`src/rtl/mem_arb.sv`:
```
// -----------------------------------------------------------------------------
// mem_arb
// Two-master arbiter sharing one memory request port between an instruction
// fetch unit (IFU) and a load/store unit (LSU).
//
// Build option:
//   ARB_RR_EN  defined   -> simultaneous requests alternate (round robin); the
//                           requester that was not granted last wins.
//              undefined -> LSU has fixed priority over IFU; no last-grant
//                           register is built.
//
// Ports:
//   clock              in   rising-edge clock
//   reset              in   asynchronous active-low reset
//   ifu_reqValid       in   fetch request, held until ifu_respValid
//   ifu_addr[31:0]     in   fetch address
//   ifu_respValid      out  fetch response strobe (one cycle)
//   ifu_rdata[31:0]    out  fetch data, valid with ifu_respValid
//   lsu_reqValid       in   load/store request, held until lsu_respValid
//   lsu_addr[31:0]     in   load/store address
//   lsu_wen            in   1 = store, 0 = load
//   lsu_wdata[31:0]    in   store data
//   lsu_wstrb[3:0]     in   store byte strobes
//   lsu_respValid      out  load/store response strobe (one cycle)
//   lsu_rdata[31:0]    out  load data, valid with lsu_respValid
//   mem_reqValid       out  shared memory request valid
//   mem_addr[31:0]     out  shared memory address
//   mem_wen            out  shared memory write enable
//   mem_wdata[31:0]    out  shared memory write data
//   mem_wstrb[3:0]     out  shared memory byte strobes
//   mem_respValid      in   memory response strobe
//   mem_rdata[31:0]    in   memory response data
// -----------------------------------------------------------------------------
module mem_arb (
    input  logic        clock,
    input  logic        reset,

    input  logic        ifu_reqValid,
    input  logic [31:0] ifu_addr,
    output logic        ifu_respValid,
    output logic [31:0] ifu_rdata,

    input  logic        lsu_reqValid,
    input  logic [31:0] lsu_addr,
    input  logic        lsu_wen,
    input  logic [31:0] lsu_wdata,
    input  logic [3:0]  lsu_wstrb,
    output logic        lsu_respValid,
    output logic [31:0] lsu_rdata,

    output logic        mem_reqValid,
    output logic [31:0] mem_addr,
    output logic        mem_wen,
    output logic [31:0] mem_wdata,
    output logic [3:0]  mem_wstrb,
    input  logic        mem_respValid,
    input  logic [31:0] mem_rdata
);

    typedef enum logic [1:0] {
        ARB_IDLE = 2'd0,
        ARB_IFU  = 2'd1,
        ARB_LSU  = 2'd2
    } arb_state_e;

    arb_state_e  state_q, state_d;

    // Request captured at grant; replayed to memory while the transaction
    // is outstanding so live requester inputs cannot disturb it.
    logic [31:0] hold_addr_q,  hold_addr_d;
    logic        hold_wen_q,   hold_wen_d;
    logic [31:0] hold_wdata_q, hold_wdata_d;
    logic [3:0]  hold_wstrb_q, hold_wstrb_d;

`ifdef ARB_RR_EN
    // 1 = LSU was granted most recently, 0 = IFU.
    logic        last_lsu_q, last_lsu_d;
`endif

    logic        grant_ifu;
    logic        grant_lsu;

    // Ungated request/response values; gated by reset before leaving the block.
    logic        req_valid;
    logic [31:0] req_addr;
    logic        req_wen;
    logic [31:0] req_wdata;
    logic [3:0]  req_wstrb;
    logic        ifu_resp;
    logic        lsu_resp;

    // -------------------------------------------------------------------------
    // Arbitration: only meaningful in ARB_IDLE, decided combinationally so the
    // winner reaches the memory port in the cycle it asks.
    // -------------------------------------------------------------------------
    always_comb begin
        grant_ifu = 1'b0;
        grant_lsu = 1'b0;
        if (state_q == ARB_IDLE) begin
`ifdef ARB_RR_EN
            if (ifu_reqValid && lsu_reqValid) begin
                grant_lsu = ~last_lsu_q;
                grant_ifu =  last_lsu_q;
            end else begin
                grant_lsu = lsu_reqValid;
                grant_ifu = ifu_reqValid;
            end
`else
            grant_lsu = lsu_reqValid;
            grant_ifu = ifu_reqValid & ~lsu_reqValid;
`endif
        end
    end

    // -------------------------------------------------------------------------
    // Next state, hold-register load and memory-port drive
    // -------------------------------------------------------------------------
    always_comb begin
        state_d      = state_q;
        hold_addr_d  = hold_addr_q;
        hold_wen_d   = hold_wen_q;
        hold_wdata_d = hold_wdata_q;
        hold_wstrb_d = hold_wstrb_q;
`ifdef ARB_RR_EN
        last_lsu_d   = last_lsu_q;
`endif
        req_valid    = 1'b0;
        req_addr     = 32'd0;
        req_wen      = 1'b0;
        req_wdata    = 32'd0;
        req_wstrb    = 4'd0;
        ifu_resp     = 1'b0;
        lsu_resp     = 1'b0;

        unique case (state_q)
            ARB_IDLE: begin
                if (grant_lsu) begin
                    req_valid    = 1'b1;
                    req_addr     = lsu_addr;
                    req_wen      = lsu_wen;
                    req_wdata    = lsu_wdata;
                    req_wstrb    = lsu_wstrb;
                    hold_addr_d  = lsu_addr;
                    hold_wen_d   = lsu_wen;
                    hold_wdata_d = lsu_wdata;
                    hold_wstrb_d = lsu_wstrb;
`ifdef ARB_RR_EN
                    last_lsu_d   = 1'b1;
`endif
                    // A same-cycle response finishes the transaction here.
                    if (mem_respValid) begin
                        lsu_resp = 1'b1;
                    end else begin
                        state_d  = ARB_LSU;
                    end
                end else if (grant_ifu) begin
                    // Fetches are always reads: write controls forced low.
                    req_valid    = 1'b1;
                    req_addr     = ifu_addr;
                    hold_addr_d  = ifu_addr;
                    hold_wen_d   = 1'b0;
                    hold_wdata_d = 32'd0;
                    hold_wstrb_d = 4'd0;
`ifdef ARB_RR_EN
                    last_lsu_d   = 1'b0;
`endif
                    if (mem_respValid) begin
                        ifu_resp = 1'b1;
                    end else begin
                        state_d  = ARB_IFU;
                    end
                end
                // No request: a stray mem_respValid is ignored.
            end

            ARB_IFU: begin
                req_valid = 1'b1;
                req_addr  = hold_addr_q;
                req_wen   = 1'b0;
                req_wdata = hold_wdata_q;
                req_wstrb = 4'd0;
                if (mem_respValid) begin
                    ifu_resp = 1'b1;
                    state_d  = ARB_IDLE;
                end
            end

            ARB_LSU: begin
                req_valid = 1'b1;
                req_addr  = hold_addr_q;
                req_wen   = hold_wen_q;
                req_wdata = hold_wdata_q;
                req_wstrb = hold_wstrb_q;
                if (mem_respValid) begin
                    lsu_resp = 1'b1;
                    state_d  = ARB_IDLE;
                end
            end

            default: begin
                state_d = ARB_IDLE;
            end
        endcase
    end

    // -------------------------------------------------------------------------
    // State and hold registers
    // -------------------------------------------------------------------------
    always_ff @(posedge clock or negedge reset) begin
        if (!reset) begin
            state_q      <= ARB_IDLE;
            hold_addr_q  <= 32'd0;
            hold_wen_q   <= 1'b0;
            hold_wdata_q <= 32'd0;
            hold_wstrb_q <= 4'd0;
        end else begin
            state_q      <= state_d;
            hold_addr_q  <= hold_addr_d;
            hold_wen_q   <= hold_wen_d;
            hold_wdata_q <= hold_wdata_d;
            hold_wstrb_q <= hold_wstrb_d;
        end
    end

`ifdef ARB_RR_EN
    // After reset the LSU counts as last granted, so IFU wins the first tie.
    always_ff @(posedge clock or negedge reset) begin
        if (!reset) begin
            last_lsu_q <= 1'b1;
        end else begin
            last_lsu_q <= last_lsu_d;
        end
    end
`endif

    // -------------------------------------------------------------------------
    // Outputs: forced to zero while reset is held so that live requests
    // cannot leak through the combinational grant path, and an aborted
    // transaction's response is never reported.
    // -------------------------------------------------------------------------
    assign mem_reqValid  = reset & req_valid;
    assign mem_addr      = reset ? req_addr  : 32'd0;
    assign mem_wen       = reset & req_wen;
    assign mem_wdata     = reset ? req_wdata : 32'd0;
    assign mem_wstrb     = reset ? req_wstrb : 4'd0;

    assign ifu_respValid = reset & ifu_resp;
    assign lsu_respValid = reset & lsu_resp;

    // Read data is shared; each side qualifies it with its own strobe.
    assign ifu_rdata     = reset ? mem_rdata : 32'd0;
    assign lsu_rdata     = reset ? mem_rdata : 32'd0;

endmodule

```
`config.mk`:
```
export PLATFORM = sky130hd
export DESIGN_NAME = mem_arb
export DESIGN_NICKNAME = d
export VERILOG_FILES = /design/src/rtl/mem_arb.sv
export SDC_FILE = /design/constraint.sdc
export NUM_CORES = 1
export LEC_CHECK = 0
export CAP_MARGIN = 20
export CORE_MARGIN = 5
export CORE_UTILIZATION = 41
export DETAILED_ROUTE_END_ITERATION = 6
export GPL_TIMING_DRIVEN = 0
export PLACE_DENSITY = 0.92
export SYNTH_ARGS = -nofsm -noshare
export SYNTH_HDL_FRONTEND = slang
export SYNTH_SLANG_ARGS = --single-unit
```
`constraint.sdc`:
```
create_clock -name clock -period 2.7 [get_ports clock]
set_input_delay 0.27 -clock clock [delete_from_list [all_inputs] [get_ports clock]]
set_output_delay 0.27 -clock clock [all_outputs]
set_load 0.01 [all_outputs]
```
=== Word level (Yosys, flattened, before mapping) ===
Cells that the tools add are included.

* Word-level logic and storage cells: 60
* Register bits: 71

* Mux-type cells: 38
* Reduce and logical (&&, ||, !) cells: 5
* Eq/ne operators: 6
* Bitwise gates (word level): 6

{| class="wikitable"
|+ Operators by type and width
! operator !! number
|-
| $mux W32 || 10
|-
| $pmux W32 S2 || 2
|-
| $mux W4 || 4
|-
| $mux W1 || 11
|-
| $mux W2 || 5
|-
| $ne A3 B3 Y1 const B || 3
|-
| $pmux W1 S2 || 4
|-
| $pmux W4 S2 || 1
|-
| $and A1 B1 Y1 || 5
|-
| $pmux W2 S2 || 1
|-
| $reduce_and A4 Y1 || 1
|-
| $eq A2 B1 Y1 const B || 1
|-
| $eq A2 B2 Y1 const B || 1
|-
| $logic_not A2 Y1 || 1
|-
| $ne A2 B1 Y1 const B || 1
|-
| $reduce_and A2 Y1 || 1
|-
| $reduce_bool A2 Y1 || 1
|-
| $reduce_or A2 Y1 || 1
|-
| $not A1 Y1 || 1
|}

=== Depth between registers and ports, before layout ===
Gate-level depths: netlist of run 1.

* Depth after elaboration: 7
* Depth in mapped cells: 7
* Gate-level depth less buffers: 5

=== Worst setup path before layout of run 1 ===
Ideal clock, no wire load.

* Path kind: reg2out
* Start: reg state_q[0]
* End: out mem_addr[10]
* Stages on the path, launching flop included: 8
* Arrival: 1.659 ns
* Setup slack: 0.771 ns
* Data required time: 2.430 ns
* Cell sequence: dfrtp_1 -> ha_1 -> nand2b_1 -> buf_6 -> or3b_1 -> buf_2 -> buf_6 -> o2bb2ai_1

* Cells in the longest elaborated chain, start to end: 6
* Elaborated cells between the ends (all ways): 10
* Classes of those cells: eq/ne: 2; mux: 6; reduce/logical: 2

{| class="wikitable"
|+ Ends and longest elaborated chain
! item !! line !! RTL
|-
| start, declared || 66 || <nowiki>arb_state_e state_q, state_d;</nowiki>
|-
| start signal, assigned || 217 || <nowiki>state_q <= state_d;</nowiki>
|-
| $logic_not A2 Y1 || 99, 135 ||
|-
| $mux W1 || 99 || <nowiki>if (state_q == ARB_IDLE) begin</nowiki>
|-
| $mux W32 || 156 || <nowiki>end else if (grant_ifu) begin</nowiki>
|-
| $mux W32 || 137 || <nowiki>if (grant_lsu) begin</nowiki>
|-
| $pmux W32 S2 * || 135 || <nowiki>unique case (state_q)</nowiki>
|-
| $mux W32 * || 242 || <nowiki>assign mem_addr = reset ? req_addr : 32'd0;</nowiki>
|-
| end, declared || 52 || <nowiki>output logic [31:0] mem_addr,</nowiki>
|}

Every way passes the cells marked *; elsewhere a longest branch is shown, timed or not.

=== Final worst setup path of run 1 ===
* Start: reg state_q[0]
* End: out mem_addr[31]

Same word-level chain as after synthesis.

==> metrics.cfg, run 1 <==
[worst_hold_path]
holdCritPathClass=flip-flop to flip-flop

[sta]
final-setup-viol-count=0
relSlewSlack_pct=65.49
period_share_pct=96.12
final.min_clock_period_ps=2595
worstMarginPinSlew_ps=517.6
skew_ps=9.110
slew_viol_final=0
max_freq_ghz=0.3853
tns_ps=0
hold_violations=0

[synthesis]
syn_area_um2=4404
syn_nets=594
synth_top_family_by_area=compound AO/OA/AOI/OAI gates
synth_common_cells=71 x dfrtp_1, 58 x a21oi_1, 37 x a22o_1, 37 x a22oi_1, 37 x nor2_1
synth_ff_type=dfrtp_1
ys_warn_count=0
synth_edf_count=0
ys_seq_area_share_pct=40.34
synthCells=451
async_flop_share_pct=100.0
synth-seq-cells=71
synth.area.top_cells=dfrtp_1 40%, a22o_1 7.4%, mux2i_1 7.3%, a21oi_1 6.6%, a22oi_1 6.3%
synth-simple-area-share_pct=9.716
yosysMostFrequentCell=dfrtp_1
synth_top_area_share_pct=40.34
synth_compound_area_share_pct=29.20
synth_largest_area_cell=dfrtp_1
synth_xor_area_share_pct=0
synth_mux_area_share_pct=7.869
synthDistinctLibCells=28
synth_fa_ha_area_share_pct=1.420
avgSynthCellArea_um2=9.765

[job]
cap_violations=0

[cells_and_area]
syn_to_final_growth_pct=74.80
instances_no_fill=877
post-route-cell-area_um2=7699
diodes=0
nets=879
final_layout_size_suffix_gt1_share_pct=14.30
finish.utilization_pct=73.91

[clocking]
clk_pin_slew_ps=70
cts_buffer_depth=2
cts_sinks=71
cts_tree=yes
htree_levels=3
root_buffer=clkbuf_8
clock_latency_ps=340
cts_buffers=9

[worst_setup_path]
crit_arrival_ps=2330
endpoint_kind=output pin
crit_type=flip-flop to output pin
crit_fanout=6
worstSetupStartpointType=flip-flop
required_ps=2430

[detailed_routing]
route.detailed.drc=0
first_pass_iters=5
num_vias=4786
viasPerCell=5.457
ant_nets=0
wl_per_cell_um=19.88
drt-initial-drc-count=289
drt-total-wl_um=17440

[floorplan]
ios=274
std_cell_rows=37
die-area_um2=12920
fp.dieW_um=113.6
die_h_um=113.6
core_um2=10420
start_util_pct=42.28

[placement]
numPlacedInstances=860
place_area_um2=7305
post-dp-hpwl_um=13550
io_buffer_count=273
globalplace.congestion=0.9573

[power_and_ir_drop]
powerDensity_nw_per_um2=864.8
peakVddDrop_mv=0.5401
p_leak_nw=3.776
finalPower_mw=6.658

[global_route]
grt_pass1_wl_um=26360
track_usage_pct=25.54
antenna_found_initial=0
grt_pass1_vias=5004
overflow=0
grt_max_degree=72

[run_status]
outcome=finished, final reports clean

## what timing repair did
item                                   4_1_cts  5_1_grt
endpoints found under the hold margin       71        0
resized for setup                           51       75
setup endpoints to repair                  108       71
setup buffers                                0        0
hold buffers                                 2        0
## critical path, cell delays in order, from the launching register on
cell             delay (ps)
dfrtp_1                 420
inv_2                   110
ha_4                    170
nor2b_1                 240
nand4_1                 120
a21oi_1                 310
clkdlybuf4s50_1         620
## cells in the final DEF, fill, tap and decap left out, drive strengths merged, types with 2 or more instances in the layout
cell,n
ha,5
dfrtp,71
bufinv,3
clkdlybuf4s15,16
buf,58
and2,33
a21oi,67
nor2,37
o2bb2ai,32
a22oi,37
a22o,37
dlygate4sd2,8
nand2,3
mux2,2
clkdlybuf4s50,211
dlymetal6s2s,29
nor2b,7
mux2i,32
clkbuf,40
inv,4
## per-layer routing
| layer | vias up | wire [µm] | global-route usage, % |
|---|---|---|---|
| met1 | 2322 | 6545 | 29.02 |
| met4 | 0 | 448 | 8.494 |
| met3 | 36 | 1395 | 5.836 |
| li1 | 2194 | - | - |
| met2 | 234 | 9046 | 46.96 |
| met5 | - | 0 | 0 |
## per-stage QoR
stage,hold slack [ps],setup slack [ps]
floorplan,-25.59,770.6
global placement,482.0,-2547
detailed placement,470.7,-471.5
CTS,508.3,-142.4
global route,513.0,-6.561
finish,509.5,104.7
## state kept, by name (all words and copies together), names as in the netlist
signal	cells
hold_wstrb_q	4
hold_addr_q	32
hold_wen_q	1
state_q	2
hold_wdata_q	32
## worst paths after layout
path,cells after the start,endpoint,slack (ps),startpoint
setup / recovery,6,mem_addr[31],100,state_q[0]
hold / removal,1,hold_wdata_q[1],510,hold_wdata_q[1]
setup reg to reg,5,hold_wdata_q[2],910,state_q[0]
hold reg to reg,1,hold_wdata_q[1],510,hold_wdata_q[1]
max in group asynchronous,3,state_q[1],1820,reset
min in group asynchronous,3,hold_wdata_q[23],590,reset
## final cells by class
cell class,instances,area [µm²]
timing repair buffer,275,2794
fill,762,2718
multi-input combinational,300,2150
sequential,71,1777
buffer,76,533.0
tap,136,170.2
clock buffer,12,165.2
clock inverter,4,98.84
inverter,3,11.26
## power by group
| group | total [mW] | switching, mW | internal, mW |
|---|---|---|---|
| registers | 1.79 | 0.272 | 1.52 |
| clock network | 1.10 | 0.407 | 0.693 |
| logic | 3.77 | 1.96 | 1.80 |
| total | 6.66 | 2.64 | 4.02 |
## logic make-up after synthesis
family | count (synthesis)
AOI/OAI and AO/OA | 177
and+or+nand+nor | 84
muxes | 34
adders and majority gates | 5
buffers and inverters | 80
DFF | 71
(Power assumes the default switching activity.)
==> inputs of run 2 (changes only) <==
ABC_AREA = 1   (was unset)
CORE_UTILIZATION = 42   (was 41)
==> run 2 against run 1 <==
Sequential share of layout area fell by 0.62 points. Routed wire length fell by 2.3%. Count of clock-buffer cells in the layout fell by 1. Cell area rose by 2.8%. Worst hold slack improved by 11 ps. Combinational power fell by 5%. Via count rose by 14%. Die area rose by 3.0%. Clock power fell by 22%. Maximum frequency fell by 0.60%. Critical path type unchanged. Critical endpoint is now mem_addr[24].
==> metrics.cfg, run 2 <==
[run_status]
outcome=finished, final reports clean  ; unchanged

[placement]
post-dp-hpwl_um=13210  ; was 13550 µm
globalplace.congestion=0.8380  ; was 0.9573
io_buffer_count=273  ; unchanged

[detailed_routing]
drt-total-wl_um=17040  ; was 17440 µm
route.detailed.drc=0  ; unchanged
first_pass_iters=5  ; unchanged
ant_nets=0  ; unchanged
viasPerCell=4.703  ; was 5.457
drt-initial-drc-count=317  ; was 289
wl_per_cell_um=14.70  ; was 19.88 µm
num_vias=5451  ; was 4786

[worst_setup_path]
crit_type=flip-flop to output pin  ; unchanged
crit_fanout=10  ; was 6
required_ps=2430  ; about the same
worstSetupStartpointType=flip-flop  ; unchanged
endpoint_kind=output pin  ; unchanged
cp-startpoint=state_q[1]  ; was state_q[0]
crit_arrival_ps=2340  ; was 2330 ps
r2r-start=state_q[1]  ; was state_q[0]

[global_route]
grt_max_degree=72  ; unchanged
grt_util_met1_pct=30.87  ; was 29.02%
grt_pass1_wl_um=25910  ; was 26360 µm
antenna_found_initial=0  ; unchanged
use_met3_pct=5.368  ; was 5.836%
top_usage_layer=met2  ; unchanged
track_usage_pct=24.50  ; was 25.54%
grtUsageMet2_pct=42.67  ; was 46.96%
grt_pass1_vias=5244  ; was 5004
overflow=0  ; unchanged

[power_and_ir_drop]
p_leak_nw=4.223  ; was 3.776 nW
finalPower_mw=6.197  ; was 6.658 mW
clkPwrFrac_pct=13.8  ; was 16.5%
power.switching_mw=2.692  ; was 2.641 mW
p_int_mw=3.505  ; was 4.017 mW
peakVddDrop_mv=0.4073  ; was 0.5401 mV
switching_share_pct=43.43  ; was 39.67%
p_comb_share_pct=57.8  ; was 56.6%
power_frac_seq_pct=28.4  ; was 26.9%
powerDensity_nw_per_um2=783.1  ; was 864.8 nW/µm²

[clocking]
root_buffer=clkbuf_8  ; unchanged
htree_levels=3  ; unchanged
clk_pin_slew_ps=80  ; was 70 ps
cts_buffers=9  ; unchanged
cts_buffer_depth=2  ; unchanged
cts_tree=yes  ; unchanged
clock_latency_ps=330  ; was 340 ps
cts_sinks=71  ; unchanged

[floorplan]
ios=274  ; unchanged
std_cell_rows=38  ; was 37
die_h_um=115.4  ; was 113.6 µm
start_util_pct=43.01  ; was 42.28%
fp.dieW_um=115.4  ; was 113.6 µm
die-area_um2=13310  ; was 12920 µm²
core_um2=10840  ; was 10420 µm²

[worst_hold_path]
hold_start=lsu_wdata[0]  ; was hold_wdata_q[1]
holdCritPathClass=input pin to flip-flop  ; was flip-flop to flip-flop

[synthesis]
ys_warn_count=0  ; unchanged
synth_largest_area_cell=dfrtp_1  ; unchanged
synth.area.top_cells=dfrtp_1 38%, nand2_1 25%, inv_1 8.9%, a21oi_1 7.4%, buf_4 6.1%  ; was dfrtp_1 40%, a22o_1 7.4%, mux2i_1 7.3%, a21oi_1 6.6%, a22oi_1 6.3%
ys_seq_area_share_pct=38.11  ; was 40.34%
synth_top_area_share_pct=38.11  ; was 40.34%
synth_ff_type=dfrtp_1  ; unchanged
synthCells=725  ; was 451
syn_area_um2=4662  ; was 4404 µm²
yosysMostFrequentCell=nand2_1  ; was dfrtp_1
synth_common_cells=308 x nand2_1, 111 x inv_1, 71 x dfrtp_1, 69 x a21oi_1, 46 x o21ai_0  ; was 71 x dfrtp_1, 58 x a21oi_1, 37 x a22o_1, 37 x a22oi_1, 37 x nor2_1
synth_edf_count=0  ; unchanged
avgSynthCellArea_um2=6.430  ; was 9.765 µm²
syn_nets=868  ; was 594
async_flop_share_pct=100.0  ; unchanged
synth-seq-cells=71  ; unchanged
synthDistinctLibCells=22  ; was 28

[cells_and_area]
final_common_cell=nand2_1  ; was clkdlybuf4s50_1
top_regs=hold_addr_q: 32 flops, hold_wdata_q: 32 flops, hold_wstrb_q: 4 flops  ; unchanged
diodes=0  ; unchanged
syn_to_final_growth_pct=69.73  ; was 74.80%
final_cell_mix=308 x nand2_1, 213 x clkdlybuf4s50_1, 109 x inv_1  ; was 211 x clkdlybuf4s50_1, 71 x dfrtp_1, 58 x a21oi_1
nets=1157  ; was 879
n_fill_cell=867  ; was 762
finish.utilization_pct=72.99  ; was 73.91%
final_layout_size_suffix_gt1_share_pct=9.323  ; was 14.30%
seqCellArea_um2=1777  ; unchanged
multiInputGateArea_um2=2039  ; was 2150 µm²

[sta]
rsz0062_at_grt=yes
final.min_clock_period_ps=2611  ; was 2595 ps
final-setup-viol-count=0  ; unchanged
skew_ps=6.796  ; was 9.110 ps
slew_viol_final=0  ; unchanged
worstMarginPinSlew_ps=513.0  ; was 517.6 ps
hold_violations=0  ; unchanged
relSlewSlack_pct=65.80  ; was 65.49%
tns_ps=0  ; unchanged
max_freq_ghz=0.3830  ; was 0.3853 GHz
period_share_pct=96.71  ; was 96.12%
hold_slack_ps=520.4  ; was 509.5 ps

[job]
cap_violations=0  ; unchanged

run 2: path summary, 6_finish.rpt:
kind                               endpoint  slack, ps  depth (start not counted)
min in group asynchronous   hold_wdata_q[6]        560                          3
setup reg to reg           hold_wdata_q[21]        920                          6
hold reg to reg             hold_addr_q[14]        520                          2
max in group asynchronous   hold_addr_q[14]       1830                          3
hold / removal              hold_wdata_q[0]        520                          3
setup / recovery               mem_addr[24]         90                          8
run 2: per-stage QoR:
step	instance area [µm²]	instances	worst slack [ps]
floorplan	4662	725	915.0
global placement	7570	1138	-2688
detailed placement	7567	1138	-443.2
CTS	7848	1158	11.69
global route	7913	1159	-22.02
finish	7913	1159	88.88
run 2: power groups by stage:
stage          registers (mW)  clock network [mW]  logic [mW]
2_1_floorplan            1.71                   0        2.03
3_3_place_gp             1.75                   0        3.47
3_5_place_dp             1.76                   0        3.55
4_1_cts                  1.76               0.867        3.55
5_1_grt                  1.82               0.910        3.99
6_report                 1.76               0.853        3.58
run 2: final cells by class:
type	count	share of cell area, %
inverters	113	5.376
clock inverters	5	0.7274
flip-flops and latches	71	22.45
well taps	140	2.214
repair buffers	278	35.36
multi-input cells	469	25.77
clock buffers	11	1.787
plain buffers	72	6.309
run 2: what timing repair did:
item | 4_1_cts | 5_1_grt
pin swaps | 1 | 1
endpoints found under the hold margin | 71 | 0
hold buffers | 2 | 0
buffers inserted | 2 | 1
resized for setup | 70 | 25
setup endpoints to repair | 126 | 26
run 2: critical path: stages, from the launching register on:
cell and delay [ps]:
dfrtp_1 430, inv_2 110, ha_2 210, nand2_1 110, a21oi_4 200, buf_4 210, nand2_1 60, a21oi_1 120
clkdlybuf4s50_1 550
run 2: logic make-up (layout without fill, tap and decap cells):
logic type	Yosys count	in the layout	share of synthesized area [%]
AOI/OAI and AO/OA	143	143	15.57
adders and majority gates	5	5	1.342
buffers and inverters	185	479	18.63
DFF	71	71	38.11
and+or+nand+nor	321	321	26.36
run 2: per-layer routing:
layer / wire length (µm) / share of wire (%)
met2: 8527 / 50
met4: 245 / 1.4
met5: 0 / 0
met3: 1568 / 9.2
met1: 6697 / 39
